File: config.mk
export PLATFORM = sky130hd
export DESIGN_NAME = sgd_result_packer
export DESIGN_NICKNAME = d
export VERILOG_FILES = /design/src/rtl/sgd_result_packer_pkg.sv /design/src/rtl/sgd_result_packer_accum.sv /design/src/rtl/sgd_result_packer.sv
export SDC_FILE = /design/constraint.sdc
export NUM_CORES = 2
export LEC_CHECK = 0
export CORE_AREA = 4 4 379 381
export DETAILED_ROUTE_END_ITERATION = 12
export DIE_AREA = 0 0 383 385
export HOLD_SLACK_MARGIN = 0.08
export SETUP_SLACK_MARGIN = 0.3
export SYNTH_ARGS = -nofsm -noshare
export SYNTH_HDL_FRONTEND = slang
export SYNTH_HIERARCHICAL = 1
export SYNTH_SLANG_ARGS = --single-unit
File: constraint.sdc
create_clock -name hbm_clk -period 4.2 [get_ports hbm_clk]
set_input_delay 0.63 -clock hbm_clk [delete_from_list [all_inputs] [get_ports hbm_clk]]
set_output_delay 0.63 -clock hbm_clk [all_outputs]
set_load 0.005 [all_outputs]
File: src/rtl/sgd_result_packer_pkg.sv
// Shared types and helpers for the SGD result packer: FSM states, output word
// geometry and the byte-length arithmetic used at job accept.
package sgd_pack_pkg;

  typedef enum logic [2:0] {
    IDLE,
    ISSUE,
    PACK,
    FLUSH,
    DONE
  } pack_state_e;

  localparam int OUT_W     = 512;
  localparam int OUT_BYTES = 64;

  // 33-bit sum so a beat count near 2^32 cannot wrap before the divide.
  function automatic logic [32:0] ceil_div_words(input logic [31:0] num_beats,
                                                 input int unsigned ratio);
    logic [32:0] sum;
    sum = {1'b0, num_beats} + 33'(ratio) - 33'd1;
    return sum / 33'(ratio);
  endfunction

  function automatic logic [31:0] words_to_bytes(input logic [32:0] words);
    if (words > 33'h3FF_FFFF) begin
      return 32'hFFFF_FFC0;
    end
    return {words[25:0], 6'b0};
  endfunction

endpackage

File: src/rtl/sgd_result_packer_accum.sv
// Lane accumulator: collects IN_W beats into a 512-bit word and hands it out
// with a one-cycle strobe; lanes are zeroed whenever a word leaves.
module pack_lane_accum
  import sgd_pack_pkg::*;
#(
  parameter  int IN_W  = 256,
  localparam int RATIO = OUT_W / IN_W,
  localparam int IDX_W = (RATIO > 1) ? $clog2(RATIO) : 1
) (
  input  logic             clk_i,
  input  logic             rst_ni,
  input  logic             clear_i,
  input  logic             wr_en_i,
  input  logic [IN_W-1:0]  wr_data_i,
  input  logic             flush_i,
  output logic [IDX_W-1:0] lane_idx_o,
  output logic             word_full_o,
  output logic [OUT_W-1:0] word_o
);

  logic [OUT_W-1:0] lanes_q, lanes_d, word_q, word_d, merged;
  logic [IDX_W-1:0] idx_q, idx_d;
  logic             full_q, full_d;
  logic             wrap;

  assign wrap = (idx_q == IDX_W'(RATIO - 1));

  always_comb begin
    merged = lanes_q;
    for (int i = 0; i < RATIO; i++) begin
      if (IDX_W'(i) == idx_q) begin
        merged[i*IN_W +: IN_W] = wr_data_i;
      end
    end
  end

  // A completed word is copied out and the lanes cleared in the same edge,
  // so a new beat can land in lane 0 while the previous word is pushed.
  always_comb begin
    lanes_d = lanes_q;
    idx_d   = idx_q;
    word_d  = word_q;
    full_d  = 1'b0;
    if (clear_i) begin
      lanes_d = '0;
      idx_d   = '0;
    end else if (flush_i) begin
      word_d  = lanes_q;
      full_d  = 1'b1;
      lanes_d = '0;
      idx_d   = '0;
    end else if (wr_en_i) begin
      if (wrap) begin
        word_d  = merged;
        full_d  = 1'b1;
        lanes_d = '0;
        idx_d   = '0;
      end else begin
        lanes_d = merged;
        idx_d   = idx_q + IDX_W'(1);
      end
    end
  end

  always_ff @(posedge clk_i) begin
    if (!rst_ni) begin
      lanes_q <= '0;
      idx_q   <= '0;
      word_q  <= '0;
      full_q  <= 1'b0;
    end else begin
      lanes_q <= lanes_d;
      idx_q   <= idx_d;
      word_q  <= word_d;
      full_q  <= full_d;
    end
  end

  assign lane_idx_o  = idx_q;
  assign word_full_o = full_q;
  assign word_o      = word_q;

endmodule

File: src/rtl/sgd_result_packer.sv
// Packs IN_W update beats into 512-bit send-back words and sequences one job.
// Optional per-job statistics ports are enabled with SGD_PACKER_STATS_EN.
module sgd_result_packer
  import sgd_pack_pkg::*;
#(
  parameter int IN_W  = 256,
  parameter int CNT_W = 32
) (
  input  logic             hbm_clk,
  input  logic             hbm_aresetn,
  input  logic             job_start,
  input  logic [63:0]      job_addr,
  input  logic [31:0]      job_num_beats,
  output logic             job_busy,
  output logic             job_done,
  input  logic             in_valid,
  input  logic [IN_W-1:0]  in_data,
  output logic             in_ready,
  output logic             start,
  output logic [63:0]      addr_x,
  output logic [31:0]      data_length,
  output logic [OUT_W-1:0] back_data,
  output logic             back_valid,
  input  logic             almost_full
`ifdef SGD_PACKER_STATS_EN
  ,
  output logic [31:0]      stat_words,
  output logic [31:0]      stat_stall
`endif
);

  localparam int RATIO = OUT_W / IN_W;
  localparam int IDX_W = (RATIO > 1) ? $clog2(RATIO) : 1;

  pack_state_e      state_q, state_d;
  logic [63:0]      addr_q;
  logic [31:0]      len_q;
  logic [CNT_W-1:0] num_q, cnt_q;
  logic             done_q;
  logic             accept, hs, last_beat, lane_wrap, flush, done_pulse;
  logic [IDX_W-1:0] lane_idx;
  logic             word_full;
  logic [OUT_W-1:0] word;

  assign accept    = (state_q == IDLE) && job_start;
  assign hs        = in_valid && in_ready;
  assign last_beat = hs && ((cnt_q + CNT_W'(1)) == num_q);
  assign lane_wrap = (lane_idx == IDX_W'(RATIO - 1));

  pack_lane_accum #(.IN_W(IN_W)) u_accum (
    .clk_i       (hbm_clk),
    .rst_ni      (hbm_aresetn),
    .clear_i     (accept),
    .wr_en_i     (hs),
    .wr_data_i   (in_data),
    .flush_i     (flush),
    .lane_idx_o  (lane_idx),
    .word_full_o (word_full),
    .word_o      (word)
  );

  always_ff @(posedge hbm_clk) begin
    if (!hbm_aresetn) begin
      state_q <= IDLE;
      addr_q  <= '0;
      len_q   <= '0;
      num_q   <= '0;
      cnt_q   <= '0;
      done_q  <= 1'b0;
    end else begin
      state_q <= state_d;
      done_q  <= done_pulse;
      if (accept) begin
        addr_q <= job_addr;
        len_q  <= words_to_bytes(ceil_div_words(job_num_beats, RATIO));
        num_q  <= CNT_W'(job_num_beats);
        cnt_q  <= '0;
      end else if (hs) begin
        cnt_q <= cnt_q + CNT_W'(1);
      end
    end
  end

  // A final beat that also fills the top lane skips FLUSH: that word is already out.
  always_comb begin
    state_d = state_q;
    case (state_q)
      IDLE:    if (job_start) state_d = ISSUE;
      ISSUE:   state_d = (num_q == '0) ? DONE : PACK;
      PACK:    if (last_beat) state_d = lane_wrap ? DONE : FLUSH;
      FLUSH:   state_d = DONE;
      DONE:    state_d = IDLE;
      default: state_d = IDLE;
    endcase
  end

  always_comb begin
    start      = (state_q == ISSUE);
    job_busy   = (state_q != IDLE);
    in_ready   = (state_q == PACK) && !almost_full && (cnt_q < num_q);
    flush      = (state_q == FLUSH);
    done_pulse = (state_q == DONE);
  end

  assign job_done    = done_q;
  assign addr_x      = addr_q;
  assign data_length = len_q;
  assign back_data   = word;
  assign back_valid  = word_full;

`ifdef SGD_PACKER_STATS_EN
  logic [31:0] words_q, stall_q;

  always_ff @(posedge hbm_clk) begin
    if (!hbm_aresetn) begin
      words_q <= '0;
      stall_q <= '0;
    end else if (accept) begin
      words_q <= '0;
      stall_q <= '0;
    end else begin
      if (word_full && (words_q != '1)) words_q <= words_q + 32'd1;
      if ((state_q == PACK) && in_valid && almost_full && (stall_q != '1)) begin
        stall_q <= stall_q + 32'd1;
      end
    end
  end

  assign stat_words = words_q;
  assign stat_stall = stall_q;
`endif

endmodule

[Yosys cells after proc, flatten, opt, wreduce, memory -nomap -nowiden]
Cells that the tools add are included.
Widths: inputs -> output; s select.
Operators by class
  $add $sub $neg: 4
  $lt $le $gt $ge: 2
  equal/unequal tests: 7
  mux-type cells: 20
  bitwise operators: 2
  reductions and logical operators: 15
Operator list (number)
  $mux 512: 4
  $mux 256: 2
  $mux 32: 2
  $add 32x2->33 const B: 1
  $sub 33x1->33 const B: 1
  $add 32x1->32 const B: 1
  $eq 32x32->1: 1
  $gt 32x26->1 const B: 1
  $logic_not 32->1: 1
  $lt 32x32->1: 1
  $mux 3: 4
  $pmux 3 s4: 1
  $mux 1: 7
  $eq 3x2->1 const B: 2
  $logic_and 1x1->1: 5
  $ne 2x2->1 const B: 2
  $reduce_bool 2->1: 2
  $eq 3x1->1 const B: 1
  $eq 3x3->1 const B: 1
  $logic_not 3->1: 1
  $reduce_and 3->1: 1
  $reduce_bool 3->1: 1
  $reduce_or 3->1: 1
  $not 1->1: 2
  4 further kinds: 4
Word-level totals
  register bits: 1190
  input bits: 357
  word-level logic and storage cells: 60

[Logic depth before layout (Yosys ltp)]
  depth in word-level cells: 7
  depth in mapped cells: 18

[Hierarchy]
The synthesis kept the hierarchy.
By module, submodules not included
  pack_lane_accum: instances 1, cells each 4310, area each 39580.5 µm², seq. area each 20539.7 µm²
  sgd_result_packer: instances 1, cells each 1070, area each 8468.1 µm², seq. area each 3163.0 µm²

[Worst setup path before layout]
No wires, ideal clock.
  path kind: reg2reg
  from: reg num_q[8]
  to: reg u_accum.word_q[100] (netlist: u_accum/word_o[100])
  library setup time: 0.091 ns
  arrival time: 3.456 ns
  setup slack: 0.653 ns
  stages on the path, launching flop included: 19
  path buffers: 7
  period minus slack after synthesis: 3.547 ns
  cells stage by stage: dfxtp_1 > clkbuf_1 > inv_1 > ha_1 > nand4_1 > or4_1 > a21oi_1 > o311a_1 > nand3b_1 > clkbuf_1 > inv_1 > buf_2 > a21o_1 > buf_4 > and2_1 > buf_6 > buf_6 > buf_2 > a311oi_1
On the way
  cells in the longest elaborated chain, start to end: 5
RTL lines
  start: declaration: RTL line sgd_result_packer.sv:38  | logic [CNT_W-1:0] num_q, cnt_q;
  start signal: assignment: RTL line sgd_result_packer.sv:76  | num_q <= CNT_W'(job_num_beats);
  $lt 32x32->1: RTL line sgd_result_packer.sv:100  | in_ready = (state_q == PACK) && !almost_full && (cnt_q < num_q);
  $logic_and 1x1->1: RTL line sgd_result_packer.sv:100
  $logic_and 1x1->1: RTL line sgd_result_packer.sv:46  | assign hs = in_valid && in_ready;
  named net hs: RTL line sgd_result_packer.sv:40  | logic accept, hs, last_beat, lane_wrap, flush, done_pulse;
  $reduce_bool 2->1 (no line)
  $reduce_and 3->1 (no line)
  end signal: assignment: RTL line sgd_result_packer_accum.sv:74  | word_q <= word_d;
  end: declaration: RTL line sgd_result_packer_accum.sv:21  | logic [OUT_W-1:0] lanes_q, lanes_d, word_q, word_d, merged;
The timed path passes the listed nets, and every way through them passes these cells.
A chain may end at the register's enable or synchronous reset.

[Worst setup path after layout]
  from: reg state_q[1]
  to: out in_ready
On the way
  cells in the longest elaborated chain, start to end: 3
RTL lines
  start: declaration: RTL line sgd_result_packer.sv:35  | pack_state_e state_q, state_d;
  start signal: assignment: RTL line sgd_result_packer.sv:71  | state_q <= state_d;
  $eq 3x2->1: RTL line sgd_result_packer.sv:100
  $logic_and 1x1->1 (2 in series): RTL line sgd_result_packer.sv:100
  end: declaration: RTL line sgd_result_packer.sv:18  | output logic in_ready,
No other way between the ends.

==> reports/metrics.cfg <==
[run_status]
status = finished clean

[power_and_ir_drop]
power_density_mw_per_mm2 = 409
seqPwrFrac_pct = 44.4
peakVddDrop_mv = 0.349
switching_share_pct = 25.0
pwr-share-comb_pct = 9.2
power_frac_clock_pct = 46.5
p_leak_nw = 21.8
p_sw_mw = 6.53
p_int_mw = 19.6

[floorplan]
start_util_pct = 34.2
core_mm2 = 0.141
rows = 138
ioPinCount = 970
chipHeight_um = 385
die_w_um = 383
die-area_mm2 = 0.147

[placement]
dp_slack_ns = -0.249
hpwl_mm = 122
gp_congestion = 0.868
port_buffers = 963

[detailed_routing]
dr.pass1.iters = 7
dr.first_iter.drc_count = 3103
detail-route-antenna-nets = 0
route.detailed.drc = 0
wire_per_inst_um = 23.3
via_count = 43400
vias_per_cell = 5.37
totalWireLength_mm = 188

[clock_network]
clkSlewWorstSetupHoldPaths_ns = 0.06
clockRootBuffer = clkbuf_16
h-tree-depth = 4
clock-sinks = 1184
clk_latency_ns = 0.75
cts_buffer_depth = 3
ctsHoldBuffers = 0
tritoncts = built
numCtsBuffers = 133

[timing]
fmax_mhz = 266
finalCriticalPeriod_ns = 3.76
slew_headroom_pct = 24.4
fin_ws_ns = 0.439
holdWs_ns = 0.445
maxSlewViolCount = 0
setup_viol = 0
worst_pin_slew_ns = 1.13
fin_crit_sh_pct = 89.5
hold_viol = 0
skew_ns = 0.0334
rsz0062_at_grt = yes

[grt]
grt_start_max_net_pins = 188
grt-ovfl-total = 0
grt_pass1_vias = 41800
grt_usage_pct = 24.3
grt_pass1_wl_mm = 279
antenna_found_initial = 24

[synth]
synth_top_cell_area_share_pct = 49.3
synthFlopType = dfxtp_1
synth-edff-count = 0
synth_seq_area_share_pct = 49.3
syn_area_per_cell_um2 = 8.93
syn_area_mm2 = 0.0480
synthCells = 5380
synth_area_leaders = dfxtp_1, a21oi_1, mux2i_1
synth_cell_type_count = 70
synth_top_area_cell = dfxtp_1
ys_warn_count = 6
synth-seq-cells = 1184
async_reset_ff_share_pct = 0

[cells_and_area]
final_util_pct = 45.5
syn2layout_area_growth_pct = 33.0
multiInputGateArea_mm2 = 0.0220
fillCellCount = 13500
ff_latch_area_mm2 = 0.0237
final_nets = 6466
drive_above_1_share_pct = 5.92

[setup_path]
critPathKind = flop to output pin
reg2reg_depth = 13
r2r_slack_ns = 0.46
cp_slowest_stage_delay_ns = 0.41
cp_num_buf_inv = 2
path_max_fanout = 5
worstSetupEndpoint = in_ready
arrival_ns = 3.13
cp-start-kind = flop
cp.depth = 6
critical_path_required_ns = 3.57
setup.worst_path.end_class = output pin
cpMostUsedCell = or3_1
path_cells = inv_1 > or3_1 > or3_1 > a2111oi_4 > nor2b_4 > dlygate4sd2_1
crit_slowest_cell = or3_1
worstReg2RegEnd = u_accum/word_o[151]
path_delay_family = simple AND/OR/NAND/NOR gates
startpoint = state_q[1]
r2r-start = num_q[15]

[hold_path]
hold_path_class = input pin to flop
min-delay-start = job_addr[54]

[job]
cap_violations = 0

[logic make-up after synthesis]
kind of cell    Yosys count  share of synthesized area [%]
compound gates         1779                           22.6
simple gates           1464                           15.0
flops                  1184                           49.3
buf+inv                 570                           5.18
mux                     259                           5.40
xor+xnor                 89                           1.62
fa+ha+maj                34                          0.885
other cells               1                        0.00780
[synthesized netlist by cell type (126+ instances only)]
cell	instances
a211oi_1	258
a21oi_1	822
a311oi_1	257
and2_1	259
buf_2	126
clkbuf_1	326
dfxtp_1	1184
mux2i_1	258
nand2_1	494
nor2_1	301
nor2b_1	262
o21ai_0	313
[layout make-up]
type,count,area share (%)
Antenna cell,17,0.0666
Clock buffer,198,6.24
Clock inverter,47,0.981
Inverter,47,0.315
Multi-Input combinational cell,3631,34.3
Sequential cell,1184,37.1
Tap cell,1890,3.70
Timing Repair Buffer,1078,17.3
[tightest hold or removal path, cell delays in order]
cell and delay [ns]:
clkdlybuf4s50_1 0.39, nand2_1 0.05, a21boi_0 0.06
[timing repair]
| item | in CTS | in global routing |
|---|---|---|
| resized for setup | 6 | 6 |
| buffers inserted | 1 | 0 |
| setup endpoints to repair | 664 | 127 |
| hold endpoints to repair | 0 | 0 |
[state kept, by name (all words and copies together), names as in the netlist]
name	flops
u_accum/lane_idx_o	1
state_q	3
u_accum/word_o	512
cnt_q	32
job_done	1
u_accum/word_full_o	1
addr_x	64
u_accum/lanes_q	512
data_length	26
num_q	32
[layout by cell type (no fill, tap or decap), types with 4 or more instances in the layout]
master and n:
a311oi_1 257, ha_1 34, clkdlybuf4s50_1 961, clkbuf_1 27, nor4_1 16, conb_1 6
a31oi_1 4, inv_16 4, buf_4 72, buf_12 39, o21ai_0 313, mux2i_1 258
xor2_1 31, or4_1 7, nor3_1 28, and3_1 10, bufinv_16 9, clkbuf_16 136
a21boi_0 97, nor2b_1 259, nand4_1 23, diode_2 17, xnor2_1 58, nand3_1 23
a211oi_1 258, clkbuf_8 35, nor2_1 300, clkinv_2 22, o211ai_1 4, inv_1 43
a21oi_1 822, and2_1 258, dfxtp_1 1182, nand2_1 493, or3_1 17
[metal layers]
metal / GRT usage [%] / up-vias / share of wire (%)
met5: 0 / - / 0.023
met4: 9.50 / 8 / 3.8
met3: 7.34 / 325 / 8.0
met2: 39.8 / 1581 / 47
met1: 30.0 / 21100 / 41
li1: - / 20400 / -
[power groups by stage]
| stage | combinational (mW) | sequential, mW | clock (mW) |
|---|---|---|---|
| detailed placement | 2.40 | 11.8 | 0 |
| finish | 2.40 | 11.6 | 12.2 |
| CTS | 2.41 | 11.6 | 12.4 |
| global route | 2.57 | 11.6 | 12.9 |
| global placement | 2.38 | 11.8 | 0 |
| floorplan | 1.04 | 11.8 | 0 |
[per-stage QoR]
stage,cell area (um2),TNS [ns],instances,total power [mW]
3_5_place_dp,59200,-51.31,7829,14.2
6_report,63900,0,8092,26.2
4_1_cts,63900,0,8075,26.4
5_1_grt,63900,0,8086,27.0
3_3_place_gp,59200,-58.43,7829,14.2
2_1_floorplan,48100,0,5385,12.9
[worst min path at each step]
| stage | to | slack (ns) | cells past startpoint |
|---|---|---|---|
| 2_1_floorplan | u_accum/lanes_q[256] | 0.43 | 1 |
| 3_3_place_gp | u_accum/lanes_q[360] | 0.44 | 1 |
| 3_5_place_dp | u_accum/lanes_q[283] | 0.44 | 1 |
| 4_1_cts | addr_x[55] | 0.38 | 3 |
| 5_1_grt | addr_x[54] | 0.40 | 3 |
| 6_report | addr_x[54] | 0.44 | 3 |
Power figures use the tool's default switching activity.
